**src/rtl/nibble_serial_subtractor_pkg.sv**
```systemverilog
// Shared types and constants for the nibble-serial subtractor.
package nibble_serial_subtractor_pkg;

  localparam int SLICE_W = 4;

  typedef enum logic [1:0] {
    IDLE,
    BUSY,
    DONE
  } state_t;

  // Slice-counter width for a given slice count.
  function automatic int cnt_w(input int n);
    return (n > 1) ? $clog2(n) : 1;
  endfunction

endpackage

```
**src/rtl/cla_slice_4bit.sv**
```systemverilog
// Combinational 4-bit carry-lookahead slice: s = x + y + ci.
module cla_slice_4bit (
  input  logic [3:0] x,
  input  logic [3:0] y,
  input  logic       ci,
  output logic [3:0] s,
  output logic       co
);

  logic [3:0] g;
  logic [3:0] p;
  logic [3:0] c;

  assign g = x & y;
  assign p = x ^ y;

  assign c[0] = ci;
  assign c[1] = g[0] | (p[0] & ci);
  assign c[2] = g[1] | (p[1] & g[0])
              | (p[1] & p[0] & ci);
  assign c[3] = g[2] | (p[2] & g[1])
              | (p[2] & p[1] & g[0])
              | (p[2] & p[1] & p[0] & ci);
  assign co   = g[3] | (p[3] & g[2])
              | (p[3] & p[2] & g[1])
              | (p[3] & p[2] & p[1] & g[0])
              | (p[3] & p[2] & p[1] & p[0] & ci);

  assign s = p ^ c;

endmodule

```
**src/rtl/nibble_serial_subtractor.sv**
```systemverilog
// Multi-cycle a - b - bin, one 4-bit CLA slice per clock.
// Define ADDSUB_OP_EN to add an op port selecting a + b + bin.
module nibble_serial_subtractor
  import nibble_serial_subtractor_pkg::*;
#(
  parameter int WIDTH   = 16,
  parameter int SLICE_W = nibble_serial_subtractor_pkg::SLICE_W
) (
  input  logic             clk,
  input  logic             rst_n,
  input  logic             in_valid,
  output logic             in_ready,
  input  logic [WIDTH-1:0] a,
  input  logic [WIDTH-1:0] b,
  input  logic             bin,
`ifdef ADDSUB_OP_EN
  input  logic             op,
`endif
  output logic             out_valid,
  input  logic             out_ready,
  output logic [WIDTH-1:0] diff,
  output logic             bout,
  output logic             ovf
);

  localparam int NSL = WIDTH / SLICE_W;
  localparam int CW  = cnt_w(NSL);

  state_t           state;
  state_t           state_nx;
  logic [CW-1:0]    cnt;
  logic [WIDTH-1:0] a_sh;
  logic [WIDTH-1:0] b_sh;
  logic [WIDTH-1:0] diff_q;
  logic             carry;
  logic             a_msb;
  logic             b_msb;
  logic             bout_q;
  logic             ovf_q;
  logic             op_in;
  logic             add_op;
  logic             last;
  logic [3:0]       s;
  logic             co;

`ifdef ADDSUB_OP_EN
  logic op_q;
  assign op_in  = op;
  assign add_op = op_q;
`else
  assign op_in  = 1'b0;
  assign add_op = 1'b0;
`endif

  cla_slice_4bit u_slice (
    .x  (a_sh[3:0]),
    .y  (b_sh[3:0]),
    .ci (carry),
    .s  (s),
    .co (co)
  );

  assign last      = (cnt == CW'(NSL - 1));
  assign in_ready  = (state == IDLE);
  assign out_valid = (state == DONE);
  assign diff      = diff_q;
  assign bout      = bout_q;
  assign ovf       = ovf_q;

  always_comb begin
    state_nx = state;
    unique case (state)
      IDLE: if (in_valid)  state_nx = BUSY;
      BUSY: if (last)      state_nx = DONE;
      DONE: if (out_ready) state_nx = IDLE;
      default:             state_nx = IDLE;
    endcase
  end

  always_ff @(posedge clk or negedge rst_n) begin
    if (!rst_n) begin
      state <= IDLE;
    end else begin
      state <= state_nx;
    end
  end

  // Operands shift right one slice per cycle; sums enter diff from the top.
  always_ff @(posedge clk or negedge rst_n) begin
    if (!rst_n) begin
      cnt    <= '0;
      a_sh   <= '0;
      b_sh   <= '0;
      diff_q <= '0;
      carry  <= 1'b0;
      a_msb  <= 1'b0;
      b_msb  <= 1'b0;
      bout_q <= 1'b0;
      ovf_q  <= 1'b0;
`ifdef ADDSUB_OP_EN
      op_q   <= 1'b0;
`endif
    end else begin
      if (state == IDLE && in_valid) begin
        cnt   <= '0;
        a_sh  <= a;
        b_sh  <= op_in ? b : ~b;
        carry <= op_in ? bin : ~bin;
        a_msb <= a[WIDTH-1];
        b_msb <= b[WIDTH-1];
`ifdef ADDSUB_OP_EN
        op_q  <= op;
`endif
      end else if (state == BUSY) begin
        cnt    <= cnt + 1'b1;
        a_sh   <= a_sh >> SLICE_W;
        b_sh   <= b_sh >> SLICE_W;
        diff_q <= {s, diff_q[WIDTH-1:SLICE_W]};
        carry  <= co;
        if (last) begin
          bout_q <= add_op ? co : ~co;
          ovf_q  <= (add_op ? (a_msb == b_msb)
                            : (a_msb != b_msb))
                    && (s[3] != a_msb);
        end
      end
    end
  end

endmodule

```
**config.mk**
```make
export PLATFORM = sky130hd
export DESIGN_NAME = nibble_serial_subtractor
export DESIGN_NICKNAME = d
export VERILOG_FILES = /design/src/rtl/nibble_serial_subtractor_pkg.sv /design/src/rtl/cla_slice_4bit.sv /design/src/rtl/nibble_serial_subtractor.sv
export SDC_FILE = /design/constraint.sdc
export NUM_CORES = 1
export LEC_CHECK = 0
export BUFFER_PORTS_ARGS = -buffer_cell sky130_fd_sc_hd__buf_2
export CORE_MARGIN = 2
export CORE_UTILIZATION = 57
export DETAILED_ROUTE_END_ITERATION = 7
export PLACE_DENSITY = 0.94
export SYNTH_ARGS = -nofsm -noshare
export SYNTH_HDL_FRONTEND = slang
export SYNTH_SLANG_ARGS = --single-unit
```
**constraint.sdc**
```tcl
create_clock -name clk -period 3.7 [get_ports clk]
set_clock_uncertainty 0.2 [all_clocks]
set_input_delay 0.185 -clock clk [delete_from_list [all_inputs] [get_ports clk]]
set_output_delay 0.185 -clock clk [all_outputs]
set_load 0.005 [all_outputs]
```
* Word-level counts from Yosys, hierarchy flattened
Cells that the tools add are included.
** Operators by class
- Reduce and logical (&&, ||, !) cells :: 7
- Equal/unequal tests :: 8
- Bitwise gates (word level) :: 33
- Multiplexer cells :: 12
- Add/subtract/negate cells :: 1
** Operators by type and width (number)
- $mux 16 :: 4
- $and 1x1->1 :: 16
- $not 16->16 :: 1
- $mux 2 :: 5
- $or 1x1->1 :: 10
- $xor 4x4->4 :: 2
- $pmux 2 s3 :: 1
- $reduce_and 3->1 :: 2
- $and 4x4->4 :: 1
- $eq 2x2->1 const B :: 2
- $ne 2x2->1 const B :: 2
- $not 1->1 :: 3
- $add 2x1->2 const B :: 1
- $eq 2x1->1 const B :: 1
- $logic_and 1x1->1 :: 2
- $logic_not 2->1 :: 1
- $mux 1 :: 2
- $ne 1x1->1 :: 2
- $ne 2x1->1 const B :: 1
- $reduce_and 2->1 :: 1
- $reduce_bool 2->1 :: 1
** Storage, ports and cells
- Input bits :: 37
- Output and inout port bits :: 20
- Bits in registers :: 57
- Word-level logic and storage cells :: 71

* Depth between registers and ports, before layout
- Depth after elaboration :: 8
- Depth in mapped cells :: 5
- Depth with buffers taken out :: 5

* Hierarchy
Synthesis repeated with hierarchy kept, for this count alone.
** Unflattened totals
- Cell total of the unflattened synthesis :: 250
- Area, all modules :: 2496.1 um2
** Modules (own cells, without submodules)
- nibble_serial_subtractor :: cells each 233, area each 2348.5 um2, seq. area each 1426.4 um2, instances 1
- cla_slice_4bit :: cells each 17, area each 147.6 um2, seq. area each 0.0 um2, instances 1

* Worst setup path after synthesis
No wires, ideal clock.
- Path type :: register -> register
- Start point :: register a_sh[0]
- End point :: register ovf_q, in the netlist ovf
- Library setup time :: 0.069 ns
- Data arrival time :: 1.642 ns
- Setup slack :: 1.789 ns
- Period minus slack after synthesis :: 1.911 ns
- Cell stages (with the launch flop) :: 6
- Buffers on the path :: 0
- Required time :: 3.431 ns
- Cell sequence :: dfrtp_1 ha_1 a21o_1 and4_1 or4_1 nand3_1
** Between the ends
- Longest elaborated chain between the ends :: 7
- Elaborated cells between the ends (all ways) :: 10
- Classes of those cells :: eq/ne (1); bitwise (8); reduce/logical (1)
** RTL lines
- start, declared :: RTL line nibble_serial_subtractor.sv:32 : logic [WIDTH-1:0] a_sh;
- start signal, assigned :: RTL line nibble_serial_subtractor.sv:116 : a_sh <= a_sh >> SLICE_W;
- $and 4x4->4 / $xor 4x4->4 (equally long branches) :: RTL line cla_slice_4bit.sv:14, cla_slice_4bit.sv:15
- $and 1x1->1, on equally long branches :: RTL line cla_slice_4bit.sv:22, cla_slice_4bit.sv:23
- $or 1x1->1 / $and 1x1->1 (equally long branches) :: RTL line cla_slice_4bit.sv:22, cla_slice_4bit.sv:23
- $or 1x1->1 (*) :: RTL line cla_slice_4bit.sv:23 : | (p[2] & p[1] & p[0] & ci);
- $xor 4x4->4 (*) :: RTL line cla_slice_4bit.sv:29 : assign s = p ^ c;
- $ne 1x1->1 (*) :: RTL line nibble_serial_subtractor.sv:124 : && (s[3] != a_msb);
- $logic_and 1x1->1 (*) :: RTL line nibble_serial_subtractor.sv:124
- end signal, assigned :: RTL line nibble_serial_subtractor.sv:122 : ovf_q <= (add_op ? (a_msb == b_msb)
- end, declared :: RTL line nibble_serial_subtractor.sv:39 : logic ovf_q;
Mark *: on every way between the ends. The rest lies on a longest branch, timed or not.
A chain may end at the register's enable or synchronous reset.

* Final worst setup path
- Start point :: register state[0]
- End point :: register b_sh[8]
** Between the ends
- Longest elaborated chain between the ends :: 3
- Elaborated cells between the ends (all ways) :: 5
- Classes of those cells :: eq/ne (1); mux (1); reduce/logical (3)
** RTL lines
- start, declared :: RTL line nibble_serial_subtractor.sv:29 : state_t state;
- start signal, assigned :: RTL line nibble_serial_subtractor.sv:84 : state <= state_nx;
- $logic_not 2->1 :: RTL line nibble_serial_subtractor.sv:104 : if (state == IDLE && in_valid) begin
- $logic_and 1x1->1 :: RTL line nibble_serial_subtractor.sv:104
- $mux 16 / $reduce_bool 2->1 (equally long branches)
- end signal, assigned :: RTL line nibble_serial_subtractor.sv:107 : b_sh <= op_in ? b : ~b;
- end signal, assigned :: RTL line nibble_serial_subtractor.sv:117 : b_sh <= b_sh >> SLICE_W;
- end, declared :: RTL line nibble_serial_subtractor.sv:33 : logic [WIDTH-1:0] b_sh;
Several ways; a longest one is shown, not always the timed one.

==> flow_metrics.py <==
metrics = {
    "sta": {
        "slew_headroom": 0.277,
        "rsz0062_at_grt": "no",
        "tightest_slew_ns": 1.08,
        "slew_violations": 0,
        "fin_crit_sh": 0.647,
        "hold_viol_final": 0,
        "final.min_clock_period_ns": 2.39,
        "tns_ns": 0,
        "timing.fmax_mhz": 418,
        "final-setup-viol-count": 0,
    },
    "power_and_ir_drop": {
        "p_clk_frac": 0.218,
        "vdd_drop_max_mv": 0.401,
        "p_switching_mw": 1.07,
        "swShare": 0.380,
        "power.leakage_nw": 1.70,
        "power_density_nw_per_um2": 863,
        "sequentialPowerShare": 0.392,
        "combPwrFrac": 0.391,
        "p_int_mw": 1.76,
    },
    "logic_synthesis": {
        "synthesis.yosys.warnings": 0,
        "ys_types": 31,
        "async_flop_share": 1.00,
        "avgSynthCellArea_um2": 10.1,
        "ys_seq_area_frac": 0.583,
        "syn_inst": 243,
        "synthFlopType": "dfrtp_1",
        "ys_seq_elements": 57,
        "synth_area_um2": 2440,
        "synth_edf_count": 0,
        "synth.net_count": 286,
    },
    "global_route": {
        "grt_pass1_wl_um": 10000,
        "track_usage": 0.268,
        "grt_max_degree": 39,
        "antenna_found_initial": 0,
        "overflow": 0,
        "grt_pass1_vias": 2134,
    },
    "setup_path": {
        "crit_path_frequent_cell": "buf_4",
        "worstPathMaxFanout": 24,
        "slowest_stage": "nor2_1",
        "path_delay_family": "simple AND/OR/NAND/NOR gates",
        "path_class": "register to register",
        "reg2regPathDepth": 5,
        "cp_cell_sequence": "nor3b_2 -> buf_4 -> nor2_1 -> buf_4 -> a221o_1",
        "critPathRequiredTime_ns": 3.76,
        "cp.depth": 5,
        "startpoint_type": "register",
        "endpoint_kind": "register",
        "crit_buf_inv": 2,
        "slowest_delay_ns": 0.81,
        "arrival_ns": 2.46,
    },
    "floorplanning": {
        "row_count": 23,
        "dieWidth_um": 69.5,
        "start_util": 0.603,
        "coreArea_um2": 4060,
        "die_y_um": 69.5,
        "io_pins": 57,
        "die-area_um2": 4830,
    },
    "worst_hold_path": {
        "worstHoldPathCells": 3,
        "hp-class": "primary input to register",
    },
    "job": {
        "max-cap-violations": 0,
    },
    "routing": {
        "ant_nets": 0,
        "wl_per_cell_um": 15.2,
        "drt-vias-per-instance": 5.54,
        "drt-total-wl_um": 5890,
        "first_iter_violations": 129,
        "num_vias": 2144,
        "drc": 0,
        "drt-pass1-iter-count": 4,
    },
    "final_layout": {
        "design_area_um2": 3280,
        "syn2layout_area_growth_pct": 34.3,
        "layout-drive-gt1-share": 0.237,
        "fillers": 239,
        "insertedDiodeCount": 0,
        "fin_nets": 375,
    },
    "clocking": {
        "cts_tree": "done",
        "clk_pin_slew_ns": 0.07,
        "cts_buffer_depth": 2,
        "htree_levels": 3,
        "cts_sinks": 57,
        "cts.repair.resized": 0,
        "clk_latency_ns": 0.33,
        "numCtsBuffers": 9,
        "root_buffer": "clkbuf_8",
    },
    "placed_design": {
        "placed_cell_area_um2": 2760,
        "dp_hpwl_um": 3550,
        "gp_congestion": 0.745,
        "io_buffers": 56,
    },
    "outcome": {
        "outcome": "finished clean",
    },
}
-- kinds of logic (layout without fill, tap and decap cells) --
family,count (synthesis),count (layout),share of synthesized area
simple gates,112,112,0.197
flops,57,57,0.583
compound gates,48,48,0.145
buf+inv,17,111,0.0292
fa+ha+maj,6,6,0.0338
xor+xnor,2,2,0.00717
mux,1,1,0.00461
-- per-layer routing --
metal / wire, um / vias to the layer above / share of wire / GRT usage
li1: - / 1016 / - / -
met1: 2300 / 1014 / 0.39 / 0.327
met2: 3070 / 104 / 0.52 / 0.449
met3: 414 / 10 / 0.070 / 0.0727
met4: 112 / 0 / 0.019 / 0.111
met5: 0 / - / 0 / 0
-- final timing paths --
kind / startpoint / to / slack (ns)
max reg2reg: state[0] / b_sh[8] / 1.31
max in group asynchronous: rst_n / cnt[0] / 2.31
min reg2reg: diff[0] / diff[0] / 0.27
min: b[1] / b_sh[1] / 0.01
min in group asynchronous: rst_n / diff[5] / 0.17
max: state[0] / b_sh[8] / 1.31
-- area by class of cell --
type | count | area [um2] | share of cell area
Multi-Input combinational cell | 169 | 950 | 0.289
Clock buffer | 9 | 124 | 0.0377
Sequential cell | 57 | 1430 | 0.434
Timing Repair Buffer | 91 | 621 | 0.189
Inverter | 4 | 15.0 | 0.00457
Clock inverter | 7 | 85.1 | 0.0259
Tap cell | 50 | 62.6 | 0.0191
-- power groups by stage --
stage,registers [mW],clock network [mW],logic [mW]
floorplan,1.07,0,0.781
global route,1.14,0.657,1.25
finish,1.11,0.616,1.11
CTS,1.11,0.621,1.10
global placement,1.09,0,1.02
detailed placement,1.12,0,1.07
-- cell usage after synthesis (all sizes together), types with 2 or more instances --
cell / instances / area (um2)
nand2: 80 / 300
dfrtp: 57 / 1430
nor2: 15 / 56.3
o21ai: 15 / 75.1
a221o: 13 / 130
a22oi: 11 / 82.6
clkbuf: 7 / 26.3
buf: 6 / 30.0
ha: 5 / 62.6
nand3: 5 / 25.0
inv: 4 / 15.0
a21oi: 2 / 10.0
nand2b: 2 / 12.5
nor2b: 2 / 12.5
nor3: 2 / 10.0
nor3b: 2 / 20.0
xor2: 2 / 17.5
-- placed cells by master (no fill, tap or decap) --
master	count
a211oi_1	1
nand2b_1	2
o21ai_0	15
nor2b_2	1
clkbuf_8	9
nor3_1	2
a21o_1	1
o41ai_1	1
mux2_2	1
a21oi_1	2
buf_2	56
ha_1	5
o21a_1	1
o221ai_1	1
or4_1	1
bufinv_16	2
a221o_1	13
nor2b_1	1
o31ai_1	1
dfrtp_1	57
nor3b_1	1
or3b_1	1
nor2_1	15
nand3_1	5
nand2_1	80
and4_1	1
nand3b_4	1
a22oi_1	11
fa_1	1
dlygate4sd3_1	31
inv_1	4
a22o_1	1
nor3b_2	1
xor2_1	2
buf_4	4
clkinv_2	5
-- metrics by stage --
stage	power [mW]	setup WS [ns]	utilization	hold slack [ns]	instances
after detailed placement	2.19	1.38	0.681	0.00592	340
after CTS	2.83	1.37	0.809	0.00502	387
after global placement	2.11	1.47	0.681	-0.00926	340
after global routing	3.05	1.15	0.809	0.0154	387
final	2.83	1.31	0.809	0.0138	387
after floorplan	1.85	1.79	-	-0.311	243
-- state kept, by name, indices dropped and copies added, names as in the netlist --
name,count
a_sh,16
ovf,1
b_sh,16
a_msb,1
bout,1
cnt,2
carry,1
state,2
b_msb,1
diff,16
-- worst min-delay path, cell delays in order --
cell and delay, ns:
buf_2 0.10, nor2_1 0.11, a221o_1 0.12
-- repair_timing --
item,4_1_cts,5_1_grt
setup buffers,0,0
endpoints found under the hold margin,56,0
hold buffers,31,0
Power figures use the tool's default switching activity.
